==> config.mk <==
export PLATFORM = sky130hd
export DESIGN_NAME = gray_updown_counter_flat
export DESIGN_NICKNAME = d
export VERILOG_FILES = /design/src/rtl/gray_updown_counter_if.sv /design/src/rtl/gray_updown_counter.sv /design/src/flat_wrapper.sv
export SDC_FILE = /design/constraint.sdc
export NUM_CORES = 1
export LEC_CHECK = 0
export CAP_MARGIN = 20
export CORE_MARGIN = 5
export CORE_UTILIZATION = 44
export CTS_CLUSTER_SIZE = 28
export DETAILED_ROUTE_END_ITERATION = 10
export HOLD_SLACK_MARGIN = 0.12
export PLACE_DENSITY = 0.74
export SYNTH_ARGS = -nofsm -noshare
export SYNTH_HDL_FRONTEND = slang
export SYNTH_SLANG_ARGS = --single-unit
export TNS_END_PERCENT = 20
==> constraint.sdc <==
create_clock -name clk -period 2.05 [get_ports clk]
set_clock_uncertainty 0.05 [all_clocks]
set_input_delay 0.41 -clock clk [delete_from_list [all_inputs] [get_ports clk]]
set_output_delay 0.41 -clock clk [all_outputs]
set_load 0.005 [all_outputs]
==> src/rtl/gray_updown_counter_if.sv <==
// Bundles the control and result signals of gray_updown_counter; the master
// drives the count controls and observes the registered results.
interface gray_updown_counter_if #(
  parameter int WIDTH = 8
);
  logic             enable;
  logic             up;
  logic             load;
  logic [WIDTH-1:0] load_gray;
  logic [WIDTH-1:0] gray_out;
  logic [WIDTH-1:0] bin_out;
  logic             wrap;

  modport master (output enable, up, load, load_gray, input gray_out, bin_out, wrap);
  modport slave  (input enable, up, load, load_gray, output gray_out, bin_out, wrap);
endinterface

==> src/rtl/gray_updown_counter.sv <==
// Up/down Gray counter with Gray-value load and wrap/saturate limits. Binary
// and Gray results are registered from the same next value, so they never skew.
module gray_updown_counter #(
  parameter int WIDTH    = 8,
  parameter bit SATURATE = 1'b0
) (
  input  logic                   clk,
  input  logic                   rst,
  gray_updown_counter_if.slave   bus
);

  localparam logic [WIDTH-1:0] ZERO_C = {WIDTH{1'b0}};
  localparam logic [WIDTH-1:0] MAX_C  = {WIDTH{1'b1}};
  localparam logic [WIDTH-1:0] ONE_C  = {{(WIDTH-1){1'b0}}, 1'b1};

  function automatic logic [WIDTH-1:0] gray_to_bin(input logic [WIDTH-1:0] g);
    logic [WIDTH-1:0] b;
    b[WIDTH-1] = g[WIDTH-1];
    for (int i = WIDTH - 2; i >= 0; i--) begin
      b[i] = b[i+1] ^ g[i];
    end
    return b;
  endfunction

  function automatic logic [WIDTH-1:0] bin_to_gray(input logic [WIDTH-1:0] b);
    return b ^ (b >> 1);
  endfunction

  logic [WIDTH-1:0] bin_r;
  logic [WIDTH-1:0] gray_r;
  logic             wrap_r;
  logic [WIDTH-1:0] bin_nxt_s;
  logic             wrap_nxt_s;

  // Next binary value and wrap pulse; load beats enable, limits wrap or hold.
  always_comb begin
    bin_nxt_s  = bin_r;
    wrap_nxt_s = 1'b0;
    if (bus.load) begin
      bin_nxt_s = gray_to_bin(bus.load_gray);
    end else if (bus.enable) begin
      if (bus.up) begin
        if (bin_r == MAX_C) begin
          if (SATURATE) begin
            bin_nxt_s = bin_r;
          end else begin
            bin_nxt_s  = ZERO_C;
            wrap_nxt_s = 1'b1;
          end
        end else begin
          bin_nxt_s = bin_r + ONE_C;
        end
      end else begin
        if (bin_r == ZERO_C) begin
          if (SATURATE) begin
            bin_nxt_s = bin_r;
          end else begin
            bin_nxt_s  = MAX_C;
            wrap_nxt_s = 1'b1;
          end
        end else begin
          bin_nxt_s = bin_r - ONE_C;
        end
      end
    end else begin
      bin_nxt_s = bin_r;
    end
  end

  // State and output registers; the Gray flop feeds gray_out directly.
  always_ff @(posedge clk) begin
    if (rst) begin
      bin_r  <= ZERO_C;
      gray_r <= ZERO_C;
      wrap_r <= 1'b0;
    end else begin
      bin_r  <= bin_nxt_s;
      gray_r <= bin_to_gray(bin_nxt_s);
      wrap_r <= wrap_nxt_s;
    end
  end

  assign bus.bin_out  = bin_r;
  assign bus.gray_out = gray_r;
  assign bus.wrap     = wrap_r;

endmodule
==> src/flat_wrapper.sv <==
// flat-port wrapper written by rule: the top's interface ports become plain ports
module gray_updown_counter_flat 
#(
  parameter int WIDTH    = 8,
  parameter bit SATURATE = 1'b0
)
  (clk, rst, bus_enable, bus_up, bus_load, bus_load_gray, bus_gray_out, bus_bin_out, bus_wrap);
  gray_updown_counter_if #(.WIDTH(WIDTH)) bus_i ();
  input  logic clk;
  input  logic rst;
  input wire logic [$bits(bus_i.enable)-1:0] bus_enable;
  input wire logic [$bits(bus_i.up)-1:0] bus_up;
  input wire logic [$bits(bus_i.load)-1:0] bus_load;
  input wire logic [$bits(bus_i.load_gray)-1:0] bus_load_gray;
  output wire logic [$bits(bus_i.gray_out)-1:0] bus_gray_out;
  output wire logic [$bits(bus_i.bin_out)-1:0] bus_bin_out;
  output wire logic [$bits(bus_i.wrap)-1:0] bus_wrap;
  assign bus_i.enable = bus_enable;
  assign bus_i.up = bus_up;
  assign bus_i.load = bus_load;
  assign bus_i.load_gray = bus_load_gray;
  assign bus_gray_out = bus_i.gray_out;
  assign bus_bin_out = bus_i.bin_out;
  assign bus_wrap = bus_i.wrap;
  gray_updown_counter #(.WIDTH(WIDTH), .SATURATE(SATURATE)) u_core (.clk(clk), .rst(rst), .bus(bus_i));
endmodule
# After elaboration in Yosys (flattened, before gate mapping)
# Cells that the tools add are included.
# W data, S select, Z words.
dict set report word_totals {
  regBits 17
  input_bits 13
  wordCells 25
}
dict set report op_classes {
  addsub 2
  eq_ne 1
  n_mux 8
  n_bitwise 9
  reduce_logical 2
}
# op count
set ops {}
lappend ops {{$mux W8} 5}
lappend ops {{$add A8 B1 Y8 const B} 1}
lappend ops {{$eq A8 B8 Y1 const B} 1}
lappend ops {{$logic_not A8 Y1} 1}
lappend ops {{$sub A8 B1 Y8 const B} 1}
lappend ops {{$xor A8 B7 Y8} 1}
lappend ops {{$xor A1 B1 Y1} 7}
lappend ops {{$mux W1} 3}
lappend ops {{$reduce_or A3 Y1} 1}
lappend ops {{$not A1 Y1} 1}

# Longest topological paths before layout
# Gate-level depths: netlist of run 1.
dict set report depth {
  word_depth 9
  ltp_mapped 9
  ltp_nobuf 8
}

# Worst setup path before layout of run 1
# No wires, ideal clock.
dict set report synth_timing {
  path_kind {register -> register}
  startpoint {reg u_core.bin_r[0], in the netlist u_core.bus.bin_out[0]}
  endpoint {reg u_core.gray_r[3], in the netlist u_core.bus.gray_out[3]}
  setup_ps 128
  arrival_ps 2135
  slack_ps -262
  path_stages_with_launch 10
  n_path_buf 1
  synth_period_minus_slack_ps 2312
  path_cell_list {dfxtp_1 -> clkbuf_1 -> inv_1 -> ha_1 -> nor3b_1 -> a21oi_1 -> a32oi_1 -> a222oi_1 -> xor2_1 -> nor2_1}
}
dict set report synth_via {
  elab_chain_cells 6
  elab_cells_between_ends 10
}
# item line
set synth_rtl {}
lappend synth_rtl {{start: declaration} gray_updown_counter.sv:29} ;# logic [WIDTH-1:0] bin_r;
lappend synth_rtl {{start signal: assignment} gray_updown_counter.sv:77} ;# bin_r <= bin_nxt_s;
lappend synth_rtl {{$sub A8 B1 Y8, or another cell as far along} gray_updown_counter.sv:62} ;# bin_nxt_s = bin_r - ONE_C;
lappend synth_rtl {{$mux W8, on equally long branches} {gray_updown_counter.sv:54, gray_updown_counter.sv:43}}
lappend synth_rtl {{$mux W8 (*)} gray_updown_counter.sv:42} ;# if (bus.up) begin
lappend synth_rtl {{$mux W8 (*)} gray_updown_counter.sv:41} ;# end else if (bus.enable) begin
lappend synth_rtl {{$mux W8 (*)} gray_updown_counter.sv:39} ;# if (bus.load) begin
lappend synth_rtl {{$xor A8 B7 Y8 (*)} gray_updown_counter.sv:26} ;# return b ^ (b >> 1);
lappend synth_rtl {{end signal: assignment} gray_updown_counter.sv:78} ;# gray_r <= bin_to_gray(bin_nxt_s);
lappend synth_rtl {{end: declaration} gray_updown_counter.sv:30} ;# logic [WIDTH-1:0] gray_r;
# Every way passes the cells marked *; elsewhere a longest branch is shown, timed or not.
# A chain may end at the register's enable or synchronous reset.

# Worst setup path after layout of run 1
dict set report layout_timing {
  startpoint {reg u_core.bin_r[0], in the netlist u_core.bus.bin_out[0]}
  endpoint {reg u_core.gray_r[5], in the netlist u_core.bus.gray_out[5]}
}
# The elaborated chain is that of the path after synthesis.

==> impl_metrics.ini, run 1 <==
[status]
outcome = finished, final reports clean

[timing]
period_share_pct = 98.2
hold_violations = 0
finalWorstSetupSlack_ns = 0.0372
fmax_mhz = 497
timing.final.crit_period_ns = 2.01
slew_violations = 0
slew-limit-headroom_pct = 76.0
rsz0062_at_grt = true
worst_pin_slew_ns = 0.358
hold_ws_ns = 0.442
finalSetupViolations = 0

[cts]
cts.clk_slew.worst_paths_ns = 0.11
hold_buffers = 0
htreeDepth = 1
cts.sinks = 16
clockRootBuffer = clkbuf_4
clockBufferDepth = 2
cts_tree = yes
clock_latency_ns = 0.30
cts_buffers = 3

[hold_path]
min-delay-start = bus_load_gray[7]
hold_class = in2reg
min_path_cells = 4

[synthesis]
yosys.area_share.xor_xnor_pct = 13.7
ys.flop_type = dfxtp_1
synth_warnings = 0
syn-num-nets = 160
avgSynthCellArea_sq_um = 8.23
synth-seq-cells = 16
ys_seq_area_share_pct = 27.0
synth-async-reset-ratio_pct = 0
synthesis.instances = 144
ys_types = 48
synth_top_family_by_area = simple AND/OR/NAND/NOR gates
synthMuxAreaShare_pct = 1.69
syn_area_sq_um = 1180
synth_edf_count = 0
synth-simple-area-share_pct = 23.9
synth_compound_area_share_pct = 23.2
synthAdderAreaFrac_pct = 3.17

[layout]
area.growth.synth_to_final_pct = 62.1
n_antenna_cell = 0
drive_gt1_share_pct = 35.4
layout_commonest_cell = buf_4
fillers = 182
instances_no_fill = 236
nets = 223
final_cell_mix = buf_4, clkdlybuf4s50_1, nor2_1
final_util_pct = 76.1

[power_and_ir_drop]
peakVddDrop_uv = 715
clkPwrFrac_pct = 16.6
swShare_pct = 35.3
pwr-share-seq_pct = 29.4
p_sw_mw = 0.481
p_per_area_nw_per_um2 = 711
power.internal_mw = 0.884
power.leakage_nw = 0.781
p_comb_share_pct = 54.0
total_power_mw = 1.37

[critical_path]
critPathLaunchType = register
r2r_start = u_core.bus.bin_out[0]$_SDFF_PP0_
startpoint = u_core.bus.bin_out[0]$_SDFF_PP0_
rr_worst_depth = 10
critPathArrivalTime_ns = 2.16
crit_type = reg2reg
cp.required_ns = 2.20
cp_max_fo = 3
cp-end-kind = register

[grt]
grt.met2_usage_pct = 39.5
grt_overflow_total = 0
antenna_found_initial = 0
grt_max_degree = 17
met3_usage_pct = 4.96
grt_pass1_wl_microns = 6070
grt_pass1_vias = 1285
use_met1_pct = 24.8
top_usage_layer = met2
grt_usage_pct = 21.6

[floorplanning]
rows = 18
ioPinCount = 30
start_util_pct = 47.0
die-area_sq_um = 3830
die-height_microns = 61.9
die_x_microns = 61.9
core_area_sq_um = 2520

[flow_run]
max-cap-violations = 0

[route]
first_iter_violations = 61
ant_nets = 0
post-route-drc-count = 0
via_per_inst = 5.75
routed-via-count = 1358
wl_per_cell_microns = 16.7
wl_microns = 3940
dr.pass1.iters = 4

[place]
place.gp.congestion = 0.890
hpwlAfterDp_microns = 2920
dp.cells = 229
place_worst_setup_slack_ns = -0.608
port_buffers = 29
-- layout make-up --
cell class                 instances  area (sq um)  share of cell area (%)
sequential                        16           325                    16.9
clock buffer                       4          36.3                    1.89
multi-input combinational        109           875                    45.5
inverter                           7          31.3                    1.63
timing repair buffer              70           616                    32.1
tap                               30          37.5                    1.95
-- registers in the layout, summed over array words and instances, names as in the netlist --
name and cells:
u_core.bus.gray_out 8, u_core.bus.wrap 1, u_core.bus.bin_out 7
-- path summary, 6_finish.rpt --
path	slack, ns	to
max reg2reg	0.04	u_core.bus.gray_out[5]$_SDFF_PP0_
max	0.04	u_core.bus.gray_out[5]$_SDFF_PP0_
min reg2reg	0.83	u_core.bus.wrap$_SDFF_PP0_
min	0.44	u_core.bus.gray_out[7]$_SDFF_PP0_
-- metrics by stage --
stage / cell area, sq um / TNS (ns)
after floorplan: 1220 / -0.00131
after global placement: 1770 / -3.38
after detailed placement: 1770 / -4.15
after CTS: 1820 / -0.107
after global routing: 1920 / -0.218
final: 1920 / 0
-- critical path, stage by stage (launching register included) --
cell	delay [ns]
dfxtp_4	0.38
inv_4	0.04
ha_2	0.18
nor3b_2	0.17
a21oi_2	0.23
buf_4	0.17
a21bo_2	0.22
a31oi_1	0.14
buf_4	0.16
xnor2_1	0.12
nor2_1	0.05
-- logic make-up (layout without fill, tap and decap cells) --
group                      count (synthesis)  after routing
xor gates and xnor gates                  15             15
and+or+nand+nor                           51             51
muxes                                      2              2
AOI/OAI and AO/OA                         38             38
adders and majority gates                  3              3
buffers and inverters                     19             81
DFF                                       16             16
-- power by group through the flow --
stage	logic (mW)	clock network, mW	registers, mW
2_1_floorplan	0.347	0	0.402
3_3_place_gp	0.645	0	0.402
3_5_place_dp	0.659	0	0.405
4_1_cts	0.677	0.228	0.398
5_1_grt	0.797	0.245	0.408
6_report	0.737	0.227	0.401
-- synth_stat cells, types with 2 or more instances --
| cell | number | area, sq um |
|---|---|---|
| a211oi_1 | 5 | 37.5 |
| a21oi_1 | 7 | 35.0 |
| a31oi_1 | 2 | 12.5 |
| a32oi_1 | 2 | 17.5 |
| buf_2 | 3 | 15.0 |
| clkbuf_1 | 7 | 26.3 |
| dfxtp_1 | 16 | 320 |
| ha_1 | 3 | 37.5 |
| inv_1 | 7 | 26.3 |
| mux2i_1 | 2 | 20.0 |
| nand2_1 | 4 | 15.0 |
| nand2b_1 | 4 | 25.0 |
| nand3_1 | 6 | 30.0 |
| nor2_1 | 16 | 60.1 |
| nor2b_1 | 3 | 18.8 |
| nor3_1 | 5 | 25.0 |
| nor3b_1 | 2 | 15.0 |
| o21ai_0 | 7 | 35.0 |
| o31a_1 | 2 | 17.5 |
| or3_1 | 2 | 12.5 |
| xnor2_1 | 4 | 35.0 |
| xor2_1 | 9 | 78.8 |
-- metal layers --
layer	up-vias	wire, microns
met4	0	78
met3	13	266
li1	644	-
met5	-	0
met1	637	1590
met2	64	2000
-- what timing repair did --
action                     in CTS  in global routing
setup buffers                   0                  4
pin swaps                       5                 12
resized for setup              17                 15
setup endpoints to repair       7                  7
Note: power is estimated with default switching activity, not from simulation.
==> inputs of run 2 (changes only) <==
--- a/config.mk
+++ b/config.mk
@@ -6,8 +6,8 @@
 export NUM_CORES = 1
 export LEC_CHECK = 0
 export CAP_MARGIN = 20
-export CORE_MARGIN = 5
 export CORE_UTILIZATION = 44
+export CTS_CLUSTER_DIAMETER = 120
 export CTS_CLUSTER_SIZE = 28
 export DETAILED_ROUTE_END_ITERATION = 10
 export HOLD_SLACK_MARGIN = 0.12
==> constraint.sdc (replaced) <==
create_clock -name clk -period 2.05 [get_ports clk]
set_clock_uncertainty 0.05 [all_clocks]
set_input_delay 0.41 -clock clk [delete_from_list [all_inputs] [get_ports clk]]
set_output_delay 0.41 -clock clk [all_outputs]
set_load 0.05 [all_outputs]
==> run 2 against run 1 <==
Clock power fell by 19%. Routed wire length is 11% lower. Critical path type unchanged. Setup slack worse by 0.027 ns. Sequential cell count stayed put. Critical path depth unchanged. Die area is 24% lower.
==> impl_metrics.ini, run 2 (synthesis results as in run 1) <==
[timing]
finalSetupViolations = 0
worst_pin_slew_ns = 0.500
timing.final.crit_period_ns = 2.04
slew-limit-headroom_pct = 66.6
rsz0062_at_grt = true
fmax_mhz = 490
period_share_pct = 99.5
slew_violations = 0
hold_violations = 0

[power_and_ir_drop]
power.internal_mw = 0.826
p_per_area_nw_per_um2 = 786
pwr-share-seq_pct = 27.7
p_sw_mw = 0.629
clkPwrFrac_pct = 12.6
power.leakage_nw = 0.767
swShare_pct = 43.2
p_comb_share_pct = 59.7
total_power_mw = 1.45
peakVddDrop_uv = 817

[floorplanning]
die-height_microns = 53.9
die_x_microns = 53.9
ioPinCount = 30
rows = 18
core_area_sq_um = 2500
start_util_pct = 47.4
die-area_sq_um = 2900

[grt]
grt_overflow_total = 0
antenna_found_initial = 0
grt_usage_pct = 25.3
grt_max_degree = 17
grt_pass1_vias = 1193
grt_pass1_wl_microns = 5130

[cts]
cts.clk_slew.worst_paths_ns = 0.10
clockRootBuffer = clkbuf_4
cts_tree = yes
clock_latency_ns = 0.30
htreeDepth = 1
clockBufferDepth = 2
cts.sinks = 16
cts_buffers = 3

[critical_path]
cp.required_ns = 2.20
crit_buf_inv = 3
crit_path_max_incr_delay_ns = 0.37
r2r_start = u_core.bus.bin_out[1]$_SDFF_PP0_
cp-end-kind = register
cp_max_fo = 4
critPathLaunchType = register
crit_chain = inv_4 -> buf_6 -> ha_4 -> nor3b_4 -> a21oi_4 -> a32oi_2 -> a222oi_1 -> buf_4 -> xor2_1 -> nor2_1
critical-path-slowest-cell = dfxtp_4
crit_type = reg2reg
startpoint = u_core.bus.bin_out[1]$_SDFF_PP0_
critPathArrivalTime_ns = 2.19
crit_family = compound AO/OA/AOI/OAI gates
rrSetupSlack_ns = 0.01

[hold_path]
min-delay-start = bus_load_gray[7]
hold_class = in2reg

[place]
place.gp.congestion = 0.893
hpwlAfterDp_microns = 2550
port_buffers = 29

[route]
ant_nets = 0
first_iter_violations = 40
dr.pass1.iters = 5
wl_per_cell_microns = 15.1
wl_microns = 3510
via_per_inst = 5.71
post-route-drc-count = 0
routed-via-count = 1325

[layout]
final_cell_mix = buf_4, nor2_1, clkdlybuf4s50_1
area.growth.synth_to_final_pct = 56.1
largest_reg_flops = 8
nets = 219
layout_commonest_cell = buf_4
drive_gt1_share_pct = 37.6
n_antenna_cell = 0
final_util_pct = 74.0

[flow_run]
max-cap-violations = 0

[status]
outcome = finished, final reports clean
[run 2: cell type report]
class                      instances  area (sq um)
multi-input combinational        109           872
fill                             196           651
timing repair buffer              66           551
sequential                        16           332
tap                               30          37.5
inverter                           7          31.3
clock buffer                       3          22.5
clock inverter                     1          3.75
[run 2: worst register-to-register path, delay by kind of cell, from the launching register on]
kind	cells	cell delay, ns
buf+inv	3	0.33
simple gates	2	0.22
xor+xnor	1	0.14
fa+ha+maj	1	0.16
compound gates	3	0.67
flops	1	0.37
[run 2: timing repair]
| item | 4_1_cts | 5_1_grt |
|---|---|---|
| buffers inserted | 1 | 3 |
| gates resized for setup | 16 | 8 |
| hold buffers | 0 | 0 |
| endpoints found under the setup margin | 6 | 8 |
| pin swaps | 5 | 9 |
[run 2: power groups by stage]
stage	Sequential, mW	Combinational [mW]	Clock, mW
global route	0.410	0.925	0.202
finish	0.403	0.868	0.183
detailed placement	0.409	0.789	0
floorplan	0.571	0.365	0
global placement	0.408	0.777	0
CTS	0.403	0.819	0.185
[run 2: worst paths after layout]
check	end	depth (start not counted)
worst max register to register	u_core.bus.gray_out[3]$_SDFF_PP0_	10
worst min-delay path	u_core.bus.gray_out[7]$_SDFF_PP0_	4
worst min register to register	u_core.bus.wrap$_SDFF_PP0_	3
worst max-delay path	u_core.bus.gray_out[3]$_SDFF_PP0_	10
[run 2: metrics by stage]
step	worst slack, ns	std cells	setup TNS [ns]	hold slack, ns	cell area, sq um
after global placement	-0.524	224	-3.39	0.721	1720
after floorplan	-0.0999	144	-0.383	0.504	1250
after global routing	-0.0811	232	-0.291	0.471	1850
after CTS	-0.0875	229	-0.0875	0.461	1780
final	0.0107	232	0	0.449	1850
after detailed placement	-0.571	224	-3.85	0.708	1720
[run 2: routing by layer]
layer	global-route usage, %	share of wire, %	up-vias
met2	46.3	52	62
met1	26.9	40	618
met5	0	0	-
met3	6.21	6.4	6
met4	11.4	1.3	0
li1	-	-	639
